--- src/rtl/iir_biquad_sched.sv ---
// Time-multiplexed biquad IIR section: one shared multiplier and accumulator
// walk the five taps of each sample, with valid/ready on both sides.
module iir_biquad_sched #(
   parameter int DW   = 12,
   parameter int CW   = 12,
   parameter int FRAC = 10,
   parameter int AW   = DW + CW + 3
) (
   input  logic          clk,
   input  logic          rst_n,
   input  logic [DW-1:0] x_in,
   input  logic          x_valid,
   output logic          x_ready,
   output logic [DW-1:0] y_out,
   output logic          y_valid,
   input  logic          y_ready,
   input  logic          coe_we,
   input  logic [2:0]    coe_addr,
   input  logic [CW-1:0] coe_wdata,
   input  logic          hist_clr,
   output logic          busy
);

   localparam int PW = CW + DW;
   localparam logic signed [AW-1:0] Y_MAX = AW'((2 ** (DW - 1)) - 1);
   localparam logic signed [AW-1:0] Y_MIN = AW'(-(2 ** (DW - 1)));

   typedef enum logic [2:0] {S_IDLE, S_MAC, S_FLUSH, S_DONE, S_OUT} state_t;

   state_t state, state_nx;

   logic        [2:0]    tap;
   logic signed [DW-1:0] x0, x1, x2, y1, y2;
   logic signed [CW-1:0] b0, b1, b2, a1, a2;
   logic signed [PW-1:0] prod_reg;
   logic signed [PW-1:0] prod_nx;
   logic signed [AW-1:0] prod_ext;
   logic signed [AW-1:0] acc;
   logic signed [AW-1:0] acc_sh;
   logic signed [DW-1:0] y_sat;
   logic signed [DW-1:0] opnd;
   logic signed [CW-1:0] cf;

   // State register; active-high asynchronous reset aborts any sample in flight.
   always_ff @(posedge clk or posedge rst_n) begin
      if (rst_n) state <= S_IDLE;
      else       state <= state_nx;
   end

   // Next-state logic and handshake outputs.
   always_comb begin
      state_nx = state;
      x_ready  = 1'b0;
      busy     = 1'b1;
      case (state)
         S_IDLE: begin
            x_ready = 1'b1;
            busy    = 1'b0;
            if (x_valid) state_nx = S_MAC;
         end
         S_MAC:   if (tap == 3'd4) state_nx = S_FLUSH;
         S_FLUSH: state_nx = S_DONE;
         S_DONE:  state_nx = S_OUT;
         S_OUT:   if (y_ready) state_nx = S_IDLE;
         default: state_nx = S_IDLE;
      endcase
   end

   // Tap operand/coefficient selection and the shared multiplier.
   always_comb begin
      opnd = x0;
      cf   = b0;
      case (tap)
         3'd0: begin opnd = x0; cf = b0; end
         3'd1: begin opnd = x1; cf = b1; end
         3'd2: begin opnd = x2; cf = b2; end
         3'd3: begin opnd = y1; cf = a1; end
         default: begin opnd = y2; cf = a2; end
      endcase
      prod_nx  = cf * opnd;
      prod_ext = {{(AW - PW){prod_reg[PW-1]}}, prod_reg};
   end

   // Floor-shift the accumulator back to sample scale and clamp to DW bits.
   always_comb begin
      acc_sh = acc >>> FRAC;
      y_sat  = acc_sh[DW-1:0];
      if (acc_sh > Y_MAX)      y_sat = {1'b0, {(DW - 1){1'b1}}};
      else if (acc_sh < Y_MIN) y_sat = {1'b1, {(DW - 1){1'b0}}};
   end

   // Datapath: coefficient bank, history, MAC pipeline and output register.
   // The product register lags the tap counter by one cycle, so the sign of
   // each accumulate follows the tap whose product is in prod_reg: taps 3 and 4
   // land at tap==4 and in FLUSH respectively.
   always_ff @(posedge clk or posedge rst_n) begin
      if (rst_n) begin
         b0       <= CW'(1006);
         b1       <= CW'(-1911);
         b2       <= CW'(1006);
         a1       <= '0;
         a2       <= '0;
         x0       <= '0;
         x1       <= '0;
         x2       <= '0;
         y1       <= '0;
         y2       <= '0;
         tap      <= '0;
         acc      <= '0;
         prod_reg <= '0;
         y_out    <= '0;
         y_valid  <= 1'b0;
      end else begin
         case (state)
            S_IDLE: begin
               if (coe_we) begin
                  case (coe_addr)
                     3'd0: b0 <= coe_wdata;
                     3'd1: b1 <= coe_wdata;
                     3'd2: b2 <= coe_wdata;
                     3'd3: a1 <= coe_wdata;
                     3'd4: a2 <= coe_wdata;
                     default: ;
                  endcase
               end
               if (x_valid) begin
                  x0  <= x_in;
                  tap <= '0;
                  acc <= '0;
               end else if (hist_clr) begin
                  x1 <= '0;
                  x2 <= '0;
                  y1 <= '0;
                  y2 <= '0;
               end
            end
            S_MAC: begin
               prod_reg <= prod_nx;
               if (tap != 3'd0) begin
                  if (tap == 3'd4) acc <= acc - prod_ext;
                  else             acc <= acc + prod_ext;
               end
               tap <= tap + 3'd1;
            end
            S_FLUSH: acc <= acc - prod_ext;
            S_DONE: begin
               y_out   <= y_sat;
               y_valid <= 1'b1;
               x2      <= x1;
               x1      <= x0;
               y2      <= y1;
               y1      <= y_sat;
            end
            S_OUT: if (y_ready) y_valid <= 1'b0;
            default: ;
         endcase
      end
   end

endmodule

--- config.mk ---
export PLATFORM = sky130hd
export DESIGN_NAME = iir_biquad_sched
export DESIGN_NICKNAME = d
export VERILOG_FILES = /design/src/rtl/iir_biquad_sched.sv
export SDC_FILE = /design/constraint.sdc
export NUM_CORES = 1
export LEC_CHECK = 0
export ABC_AREA = 1
export CORE_MARGIN = 2
export CORE_UTILIZATION = 58
export CTS_CLUSTER_SIZE = 12
export DETAILED_ROUTE_END_ITERATION = 16
export GPL_TIMING_DRIVEN = 0
export PLACE_DENSITY_LB_ADDON = 0.15
export SETUP_SLACK_MARGIN = 0.5
export SLEW_MARGIN = 10
export SYNTH_ARGS = -nofsm -noshare
export SYNTH_HDL_FRONTEND = slang
export SYNTH_SLANG_ARGS = --single-unit
export TNS_END_PERCENT = 10
--- constraint.sdc ---
create_clock -name clk -period 6.95 [get_ports clk]
set_clock_uncertainty 0.15 [all_clocks]
set_input_delay 1.7375 -clock clk [delete_from_list [all_inputs] [get_ports clk]]
set_output_delay 1.7375 -clock clk [all_outputs]
set_load 0.01 [all_outputs]
==> impl_metrics.tcl, run 1 <==
set metrics [dict create \
    pre_cts_slack_ns -0.817 \
    path_max_fanout 5 \
    synth_cells 2395 \
    drt_iter0_drc 1808 \
    synth-edff-count 0 \
    cts.sinks 190 \
    path_common_cell "inv_2" \
    start_util_pct 59.3 \
    cp.required_ns 7.13 \
    cap_viol_max_count 0 \
    dieArea_mm2 0.0320 \
    clockBufferDepth 2 \
    hold_depth 2 \
    htreeDepth 4 \
    finalWeightedCongestion 0.988 \
    synth_ff_type "dfrtp_1" \
    wl_per_cell_um 20.0 \
    cp_num_cells 31 \
    synth.yosys.warnings 0 \
    hp-start "b0[3]$_DFFE_PP1P_" \
    wirelength_um 59100 \
    fin_nets 2828 \
    largest_reg_flops 27 \
    ys_ff_latch 190 \
    worstSetupStartpoint "tap[0]$_DFFE_PP0P_" \
    post_synth.cell_area_avg_um2 7.40 \
    die_h_um 179 \
    grt_pass1_vias 16800 \
    cts.clk_slew.worst_paths_ns 0.08 \
    fin_crit_ns 6.63 \
    io-pin-count 48 \
    hold_viol_final 0 \
    synthXorXnorAreaFrac_pct 1.38 \
    area_delta_synth_final_pct 19.1 \
    num_vias 17100 \
    slowest_stage "fa_2" \
    synth_top_family_by_area "simple AND/OR/NAND/NOR gates" \
    coreArea_mm2 0.0299 \
    async_flop_share_pct 100 \
    muxShareOfSynthArea_pct 0 \
    rsz0062_at_grt "true" \
    path_class "reg2reg" \
    cts_buffers 17 \
    r2r-end "prod_reg[22]$_DFFE_PP0P_" \
    arrival_ns 6.81 \
    endpoint "prod_reg[22]$_DFFE_PP0P_" \
    ys_types 54 \
    cts_tree "yes" \
    fin_crit_sh_pct 95.5 \
    grt_start_max_net_pins 37 \
    gr-usage-all-layers_pct 38.4 \
    multi_input_comb_area_mm2 0.0116 \
    synth_nets 2676 \
    outcome "complete, no violations" \
    seqCellArea_mm2 0.00478 \
    timing.final.ws_setup_ns 0.316 \
    drc 0 \
    synth-adder-area-share_pct 23.5 \
    crit_buf_inv 10 \
    num_rows 63 \
    tightest_slew_ns 0.921 \
    grt_pass1_wl_um 91900 \
    hpwl_um 44900 \
    crit_path_end_kind "flop" \
    rr_worst_depth 31 \
    setup_viol 0 \
    root_buffer "clkbuf_16" \
    synth_compound_area_share_pct 12.2 \
    slew_headroom_pct 38.6 \
    die_x_um 179 \
    nFillCells 2444 \
    reg2reg_from "tap[0]$_DFFE_PP0P_" \
    reg2reg_slack_ns 0.32 \
    drt-vias-per-instance 5.78 \
    insertion_delay_ns 0.47 \
    worstSetupStartpointType "flop" \
    antenna_cells 0 \
    critical_path.max_stage_delay_ns 0.63 \
    portBuffers 47 \
    dr.pass1.iters 6 \
    seq_area_frac_synth_pct 27.0 \
    antenna_found_initial 0 \
    ant_nets 0 \
    max_freq_mhz 151 \
    overflow 0 \
    drive_gt1_share_pct 16.5 \
    synth-simple-area-share_pct 23.7 \
    drv_slew 0 \
    hold_path_class "reg2reg" \
    netlist_area_mm2 0.0177 \
    crit_family "adder cells" \
]
[cells by family (layout without fill, tap and decap cells)]
family                     count (synthesis)  in the layout
and+or+nand+nor                         1005           1005
AOI/OAI and AO/OA                        373            373
xor gates and xnor gates                  28             28
adders and majority gates                248            248
DFF                                      190            190
buffers and inverters                    551            716
[what timing repair did]
item / in CTS / in global routing
pin swaps: 52 / 48
hold buffers: 0 / 0
cloned: 5 / 0
setup endpoints to repair: 16 / 14
setup buffers: 59 / 16
resized for setup: 183 / 58
[worst reg2reg max path: cells and delay by family (launching register included)]
kind	cells	cell delay, ns
fa+ha+maj	7	3.21
simple gates	10	1.33
buf+inv	10	0.86
compound gates	4	0.54
flops	1	0.43
[cells in the final DEF, fill, tap and decap left out, types with 26 or more instances in the layout]
cell type,netlist,final
nand2_1,572,559
inv_1,447,429
nor2_1,228,211
dfrtp_1,170,170
fa_1,141,134
a21oi_1,139,117
nand3_1,117,110
o21ai_0,107,99
ha_1,107,88
buf_4,1,67
clkdlybuf4s50_1,0,47
o22ai_1,36,36
inv_2,27,35
buf_2,44,34
nand4_1,26,26
[stage by stage]
stage	cells	utilization [%]	TNS, ns	hold WS, ns	area, µm²
after floorplan	2395	-	0	0.303	17700
after detailed placement	2838	62.9	-6.43	0.311	18800
after global placement	2832	62.5	-5.73	0.309	18700
after global routing	2950	70.6	0	0.329	21100
after CTS	2934	69.4	0	0.323	20700
final	2950	70.6	0	0.326	21100
[worst min path at each step]
stage | endpoint | slack (ns)
floorplan | x2[3]$_DFFE_PP0P_ | 0.30
CTS | b0[3]$_DFFE_PP1P_ | 0.32
finish | b0[3]$_DFFE_PP1P_ | 0.33
global route | b0[3]$_DFFE_PP1P_ | 0.33
detailed placement | b0[3]$_DFFE_PP1P_ | 0.31
global placement | y_out[11]$_DFFE_PP0P_ | 0.31
[final cells by class]
type / count / area share, %
Clock buffer: 17 / 2.02
Multi-Input combinational cell: 1654 / 54.8
Timing Repair Buffer: 132 / 6.46
Buffer: 76 / 2.21
Clock inverter: 15 / 0.848
Tap cell: 390 / 2.31
Timing Repair inverter: 1 / 0.0297
Sequential cell: 190 / 22.7
Inverter: 475 / 8.67
[Yosys cell counts, types with 3 or more instances]
cell	instances	area, µm²
nor2_2	3	18.8
fa_1	141	2820
o211ai_1	3	22.5
dfstp_2	20	526
buf_6	5	56.3
a21oi_1	139	696
o22ai_1	36	225
nand3_1	117	586
o21ai_0	107	536
nand2_2	9	56.3
xnor2_1	7	61.3
nand4_1	26	163
clkbuf_1	22	82.6
o21ai_1	15	75.1
inv_2	27	101
xor2_1	21	184
ha_1	107	1340
inv_1	447	1680
a31oi_1	10	62.6
o21bai_1	14	105
nor3_1	13	65.1
o2111ai_1	16	140
or2_2	15	93.8
dfrtp_1	170	4250
buf_2	44	220
nor2_4	3	33.8
o21ai_2	21	184
nor2_1	228	856
nand2_1	572	2150
nand3b_1	6	45.0
[per-layer routing]
metal / GRT usage, % / vias up / part of all wire, %
met2: 60.9 / 848 / 46
met3: 7.42 / 191 / 9.0
li1: - / 7759 / -
met1: 51.9 / 8265 / 41
met4: 16.0 / 0 / 4.6
met5: 0 / - / 0
Power of run 1 is not shown: default switching activity piles up to over one toggle a cycle in this logic, so the estimate is an artifact.
==> run 2, diff against run 1 <==
Settings changed: CORE_MARGIN 2 to unset, REMOVE_ABC_BUFFERS set to 1, TNS_END_PERCENT 10 to unset.
==> impl_metrics.tcl, run 2 (same netlist as run 1, synthesis figures left out) <==
set metrics [dict create \
    wl_per_cell_um 19.8 \
    layout_commonest_cell "nand2_1" \
    slew_headroom_pct 15.1 \
    grt_busiest_layer "met2" \
    hpwl_um 39300 \
    start_util_pct 59.3 \
    overflow 0 \
    drc 0 \
    fin_util_pct 71.8 \
    htreeDepth 4 \
    fin_nets 2812 \
    area_delta_synth_final_pct 21.1 \
    antenna_cells 0 \
    clockBufferDepth 2 \
    hold_viol_final 0 \
    timing.hold.ws_ns 0.327 \
    gr-usage-all-layers_pct 37.6 \
    drt-vias-per-instance 5.74 \
    dr.pass1.iters 7 \
    fin_crit_ns 6.49 \
    crit_path_end_kind "flop" \
    cts_tree "yes" \
    drive_gt1_share_pct 18.4 \
    rsz0062_at_grt "true" \
    dieArea_mm2 0.0312 \
    tightest_slew_ns 1.27 \
    arrival_ns 6.68 \
    final_cell_mix "nand2_1, inv_1, nor2_1" \
    drt_iter0_drc 1653 \
    num_rows 63 \
    worstSetupStartpointType "flop" \
    timing.final.ws_setup_ns 0.461 \
    cts.clk_slew.worst_paths_ns 0.08 \
    outcome "complete, no violations" \
    fin_crit_sh_pct 93.4 \
    coreArea_mm2 0.0299 \
    cp.required_ns 7.15 \
    use_met3_pct 6.46 \
    tns_ns 0 \
    ant_nets 0 \
    die_h_um 177 \
    grt_start_max_net_pins 106 \
    cts.sinks 190 \
    grt_pass1_vias 16600 \
    path_class "reg2reg" \
    grt_pass1_wl_um 88900 \
    pre_cts_slack_ns -1.65 \
    grtUsageMet2_pct 62.1 \
    portBuffers 47 \
    critical_path.max_stage_delay_ns 0.54 \
    root_buffer "clkbuf_16" \
    max_freq_mhz 154 \
    setup_viol 0 \
    wirelength_um 58100 \
    io-pin-count 48 \
    num_vias 16800 \
    finalWeightedCongestion 0.966 \
    drv_slew 0 \
    largest_reg_flops 27 \
    path_common_cell "fa_1" \
    cts_buffers 17 \
    hold_path_class "reg2reg" \
    grtUsageMet1_pct 48.7 \
    nFillCells 2265 \
    antenna_found_initial 0 \
    die_x_um 177 \
    path_max_fanout 8 \
    postCtsHoldBufs 0 \
    slowest_stage "fa_1" \
    cap_viol_max_count 0 \
    insertion_delay_ns 0.48 \
]
-- run 2: cell types whose count changed in the layout (fill, tap and decap cells not counted), moves of 6 or more --
| cell | before | now |
|---|---|---|
| inv_2 | 35 | 42 |
| buf_4 | 67 | 96 |
| nand2_4 | 4 | 14 |
| a21oi_2 | 19 | 13 |
| inv_1 | 429 | 417 |
| nand2_2 | 20 | 29 |
| buf_2 | 34 | 0 |
| buf_6 | 13 | 27 |
| nor2_1 | 211 | 205 |
| o21ai_4 | 15 | 21 |
| nand2_1 | 559 | 540 |
| clkbuf_1 | 18 | 0 |
-- run 2: per-layer routing --
layer  vias to the layer above  part of all wire (%)  wire length, µm
li1                       7746                     -                -
met1                      8210                    40            23300
met2                       711                    48            27700
met3                       166                   7.7             4500
met4                         0                   4.6             2650
met5                         -                     0                0
-- run 2: worst paths after layout --
path                                        from                        to  slack (ns)  depth (start not counted)
max reg2reg                   tap[1]$_DFFE_PP0P_  prod_reg[20]$_DFFE_PP0P_        0.46                         28
min in group asynchronous                  rst_n        x0[11]$_DFFE_PP0P_        1.61                          2
max                           tap[1]$_DFFE_PP0P_  prod_reg[20]$_DFFE_PP0P_        0.46                         28
min reg2reg                y_out[11]$_DFFE_PP0P_     y_out[11]$_DFFE_PP0P_        0.33                          2
min                        y_out[11]$_DFFE_PP0P_     y_out[11]$_DFFE_PP0P_        0.33                          2
max in group asynchronous                  rst_n         b2[3]$_DFFE_PP1P_        4.07                          3
-- run 2: repair_timing --
action                     CTS  global route
resized for setup          130           174
setup endpoints to repair   18            14
setup buffers               76            54
pin swaps                   34            81
gates cloned                 8             2
-- run 2: layout make-up --
| class | instances | area, µm² | share of cell area, % |
|---|---|---|---|
| clock buffer | 17 | 425 | 1.98 |
| clock inverter | 15 | 224 | 1.04 |
| inverter | 475 | 1840 | 8.60 |
| multi-input combinational | 1658 | 11900 | 55.4 |
| sequential | 190 | 4780 | 22.3 |
| tap | 390 | 488 | 2.28 |
| timing repair buffer | 183 | 1750 | 8.17 |
| timing repair inverter | 6 | 46.3 | 0.216 |
-- run 2: through the flow --
stage / std cells / cell area [µm²]
after floorplan: 2319 / 17300
after global placement: 2756 / 18300
after detailed placement: 2760 / 18400
after CTS: 2876 / 20300
after global routing: 2934 / 21400
final: 2934 / 21400
-- run 2: critical path, delay by kind of cell (launching register included) --
family	cells	cell delay, ns
adders and majority gates	7	3.05
buffers and inverters	8	1.00
and+or+nand+nor	8	0.98
AOI/OAI and AO/OA	5	0.74
DFF	1	0.44
Power of run 2 is left out for the same reason.
==> edit 1: new RTL, settings of run 1 <==
Reset style: synchronous (`rst_n`), changed in 2 clocked blocks. Comments in the files are not updated.
--- a/src/rtl/iir_biquad_sched.sv
+++ b/src/rtl/iir_biquad_sched.sv
@@ -44,3 +44,3 @@
    // State register; active-high asynchronous reset aborts any sample in flight.
-   always_ff @(posedge clk or posedge rst_n) begin
+   always_ff @(posedge clk) begin
       if (rst_n) state <= S_IDLE;
@@ -95,3 +95,3 @@
    // land at tap==4 and in FLUSH respectively.
-   always_ff @(posedge clk or posedge rst_n) begin
+   always_ff @(posedge clk) begin
       if (rst_n) begin
Formal check against the unedited RTL: differs if rst_n is asserted again (counterexample within 4 cycles, from zero or initial values and one cycle with rst_n high); with rst_n held inactive, the same outputs for 4 cycles.
==> edit 1 against run 1 <==
  * Design area is 4.8% lower
  * Wire length is 2.3% higher
  * Global-route usage is 0.36 points higher
  * Maximum frequency is 2.8% higher
  * Cell count is 2.1% lower
  * Sequential cell count stayed put
  * Synthesized area is 5.0% lower
  * Worst setup slack better by 0.18 ns
  * Count of clock-buffer cells in the layout stayed put
  * Critical endpoint is now prod_reg[18]
  * Via count is 1.5% higher
Power is left out: it rests on default switching activity, and per cell area and clock period it moved more than threefold.
==> edit 1: results (changes against run 1) <==
Worst hold path
  – Min-delay worst type: register to register

Detailed routing
  – Metal-1 WL: 22.9 mm (-5.4%)
  – Vias/cell: 6.00 (+3.7%)
  – WL met2: 28.4 mm (+5.7%)
  – DR iter-0 viols: 1625 (-10%)
  – Met3 wire length: 5.01 mm (-5.5%)
  – WL per Instance: 20.9 um (+4.5%)

Synthesis
  – Post-synthesis xor/xnor area fraction: 1.35% (-0.031 points)
  – Synth cell types: 50 (-7.4%)
  – Synth top area cells: dfxtp_1 23%, fa_1 17%, nand2_1 11%, inv_1 8.9%, ha_1 8.0%
  – Syn avg cell area: 7.17 um^2 (-3.0%)
  – Syn nets: 2628 (-1.8%)
  – Seq/Total Area, Yosys: 22.6% (-4.4 points)
  – Top cells by count, synth: 509 x nand2_1, 398 x inv_1, 233 x a21oi_1
  – Adder-cell area share of the yosys netlist: 24.7% (+1.2 points)
  – EDFF count, synth: 0 (unchanged)
  – Async set-reset flop share out of synthesis: 0% (-100 points)
  – Synth warnings: 0 (unchanged)
  – Synth Area in Compound Gates: 17.3% (+5.1 points)

Timing
  – Slew @ Worst Pin: 0.823 ns (-0.0980 ns)

Placed design
  – Dpl cells: 2777 (-2.1%)
  – Placed instance area: 17800 um^2 (-5.4%)
  – Global placer's final weighted congestion: 1.02 (+3.0%)
  – Post-DP HPWL: 44.9 mm (about the same)
  – Worst slack, placed: -1.10 ns (-0.280 ns)
  – Port Buf Inserts: 46 (-2.1%)

Clock network
  – Clock tree buffer depth: 2 (unchanged)
  – Cts repair resizes: 145 (-21%)
  – CTS clock-pin slew for the worst setup and hold paths: 0.09 ns
  – Number of post-CTS setup repair buffers: 37 (-37%)

Worst setup path
  – WP data arrival: 6.66 ns (-0.15 ns)
  – CP max-delay cell: fa_1
  – Reg2Reg Depth: 28 (-9.7%)
  – Max incr delay on CP: 0.56 ns (-0.07 ns)
  – Critical path peak fanout: 10 (+5)

Global routing
  – First-pass GRT wire length: 91.6 mm (-0.33%)
  – Vias in the first global route: 16800 (+0.32%)
  – GR Layer Usage met3: 5.71% (-1.7 points)
  – Pin count of the biggest net entering global routing: 23 (-38%)
  – Met2 global-route usage: 65.3% (+4.4 points)
  – Total GRT Usage: 38.8% (+0.36 points)
  – Met1 Usage GRT: 47.4% (-4.5 points)

Final layout
  – Non-Filler Instances: 2887 (-2.1%)
  – FF/Latch Area: 3810 um^2 (-20%)
  – FILL cells: 2306 (-5.6%)
  – Layout cells sized above 1: 13.6% (-2.9 points)

Outcome
  – Status: finished, final reports clean
==> edit 1: cell type report <==
type | count | area share [%]
flip-flops and latches | 190 | 19.0
clock inverters | 15 | 1.12
plain buffers | 91 | 2.91
repair inverters | 1 | 0.0249
multi-input cells | 1648 | 58.6
clock buffers | 17 | 2.12
well taps | 384 | 2.39
inverters | 418 | 8.06
repair buffers | 123 | 5.85
==> edit 1: critical path: cells and delay by family, from the launching register on <==
kind	cells	cell delay, ns
compound gates	6	1.28
xor+xnor	1	0.18
fa+ha+maj	7	3.04
buf+inv	11	1.05
flops	1	0.33
simple gates	3	0.31
==> edit 1: final timing paths <==
check | to | startpoint | slack [ns]
hold reg to reg | y2[3] | y2[3] | 0.32
setup reg to reg | prod_reg[18] | tap[2] | 0.50
setup / recovery | prod_reg[18] | tap[2] | 0.50
hold / removal | y2[3] | y2[3] | 0.32
==> edit 2: new RTL, flow settings as in run 1 <==
Made on the original files. Set the parameter `DW` to 14 (it was 12).
--- a/src/rtl/iir_biquad_sched.sv
+++ b/src/rtl/iir_biquad_sched.sv
@@ -3,3 +3,3 @@
 module iir_biquad_sched #(
-   parameter int DW   = 12,
+   parameter int DW   = 14,
    parameter int CW   = 12,
Interface: changed (resized x_in and y_out); port bits go from 48 to 52. No check against the original RTL was run, so the function may have changed too.
==> edit 2 against run 1 <==
  * Sequential cell count is 16 higher
  * Wire length is 23% higher
  * Core utilization is 1.5 points higher
  * Worst setup slack gained 0.050 ns
  * Synthesized area increased by 9.8%
  * Synthesized cell count increased by 7.3%
  * Design area increased by 14%
  * Critical path type unchanged
Power is left out: the tool's default activity adds up to more than one toggle a clock period on the data nets, which glitch-free logic cannot reach.
==> edit 2: results (changes against run 1) <==
Clock network
  – Clock latency on the worst-skew pair: 0.56 ns (+0.09 ns)
  – CTS clock-pin slew for the worst setup and hold paths: 0.06 ns (-0.02 ns)
  – H-tree depth: 1 (-3)
  – Total CTS buffers: 24 (+7)
  – CTS Root Cell: clkbuf_16
  – Clock tree buffer depth: 3 (+1)

Detailed routing
  – Drt total wl: 72.7 mm (+23%)
  – DR iter-0 viols: 2174 (+20%)
  – Drt pass-1 iters: 6 (unchanged)
  – Vias: 19500 (+14%)

Synthesis
  – Synth top area cells: dfrtp_1 24%, fa_1 16%, nand2_1 12%, inv_1 8.7%, ha_1 7.5%
  – Syn nets: 2882 (+7.7%)
  – Synth cell types: 53 (-1.9%)
  – Seq/Total Area, Yosys: 26.6% (-0.34 points)
  – Dominant synthesized flop cell: dfrtp_1
  – Async set-reset flop share out of synthesis: 100% (unchanged)
  – Synth warnings: 0 (unchanged)
  – Top cells by count, synth: 647 x nand2_1, 453 x inv_1, 215 x nor2_1

Outcome
  – Status: finished, final reports clean

Worst setup path
  – CP max-delay cell: fa_1
  – Max incr delay on CP: 0.56 ns (-0.07 ns)
  – WP data arrival: 6.87 ns (+0.06 ns)
  – Critical path peak fanout: 11 (+6)

Timing
  – Slew @ Worst Pin: 1.10 ns (+0.177 ns)

Placed design
  – Port Buf Inserts: 51 (+8.5%)
  – Global placer's final weighted congestion: 0.981 (-0.67%)
  – Post-DP HPWL: 52.1 mm (+16%)
  – Placed instance area: 20600 um^2 (+9.8%)

Final layout
  – Layout net count: 3098 (+9.5%)
  – Number of diodes: 0 (unchanged)
  – Layout cells sized above 1: 20.1% (+3.7 points)
  – Max reg flops: 29 (+7.4%)

Worst hold path
  – Min-delay worst type: register to register

Global routing
  – Initial antenna violation count: 1 (+1)
  – Total GRT Usage: 39.1% (+0.66 points)
  – Pin count of the biggest net entering global routing: 38 (+2.7%)
  – First-pass GRT wire length: 105 mm (+15%)
-- edit 2: metal layers --
layer | GRT usage (%) | wire length (um) | up-vias | part of all wire, %
li1 | - | - | 8527 | -
met1 | 51.9 | 27400 | 9433 | 38
met2 | 63.9 | 33700 | 1212 | 46
met3 | 6.60 | 7460 | 292 | 10
met4 | 16.2 | 4050 | 2 | 5.6
met5 | 0 | 10 | - | 0.014
-- edit 2: final timing paths --
| kind | end | start | slack (ns) | cells after the start |
|---|---|---|---|---|
| worst min register to register | y_out[13] | y_out[13] | 0.32 | 2 |
| max in group asynchronous | prod_reg[9] | rst_n | 4.21 | 5 |
| worst max register to register | prod_reg[25] | tap[1] | 0.37 | 31 |
| worst max-delay path | prod_reg[25] | tap[1] | 0.37 | 31 |
| worst min-delay path | y_out[13] | y_out[13] | 0.32 | 2 |
| min in group asynchronous | x2[9] | rst_n | 1.38 | 2 |
-- edit 2: layout make-up --
cell class / instances / area, um^2
flip-flops and latches: 206 / 5180
clock buffers: 37 / 689
plain buffers: 75 / 523
fillers: 2528 / 9270
well taps: 448 / 561
inverters: 481 / 1880
clock inverters: 7 / 185
multi-input cells: 1810 / 13200
repair buffers: 189 / 1770
-- edit 2: critical path: cells and delay by family (launching register included) --
family / cells / cell delay [ns]
AO/OA/AOI/OAI: 4 / 0.70
adder cells (fa/ha/maj): 7 / 3.09
buffers and inverters: 12 / 1.13
flip-flops: 1 / 0.43
AND/OR/NAND/NOR: 8 / 0.92
-- edit 2: timing repair --
action | CTS | global route
setup buffers | 53 | 75
gates resized for setup | 154 | 197
pin swaps | 31 | 96
endpoints found under the setup margin | 17 | 17
cloned | 2 | 3
-- edit 2: cell families after synthesis --
group	count (synthesis)	synth area share (%)
compound gates	357	10.6
xor+xnor	24	1.08
fa+ha+maj	276	23.9
buf+inv	556	11.3
flops	206	26.6
mux	39	2.26
simple gates	1113	24.2
-- edit 2: through the flow --
stage | hold WS, ns | setup TNS, ns | setup WS, ns | cells
CTS | 0.323 | 0 | 0.468 | 3175
finish | 0.321 | 0 | 0.366 | 3253
detailed placement | 0.308 | -3.42 | -0.634 | 3076
global route | 0.366 | 0 | 0.193 | 3253
global placement | 0.306 | -3.01 | -0.501 | 3070
floorplan | 0.303 | 0 | 0.737 | 2571
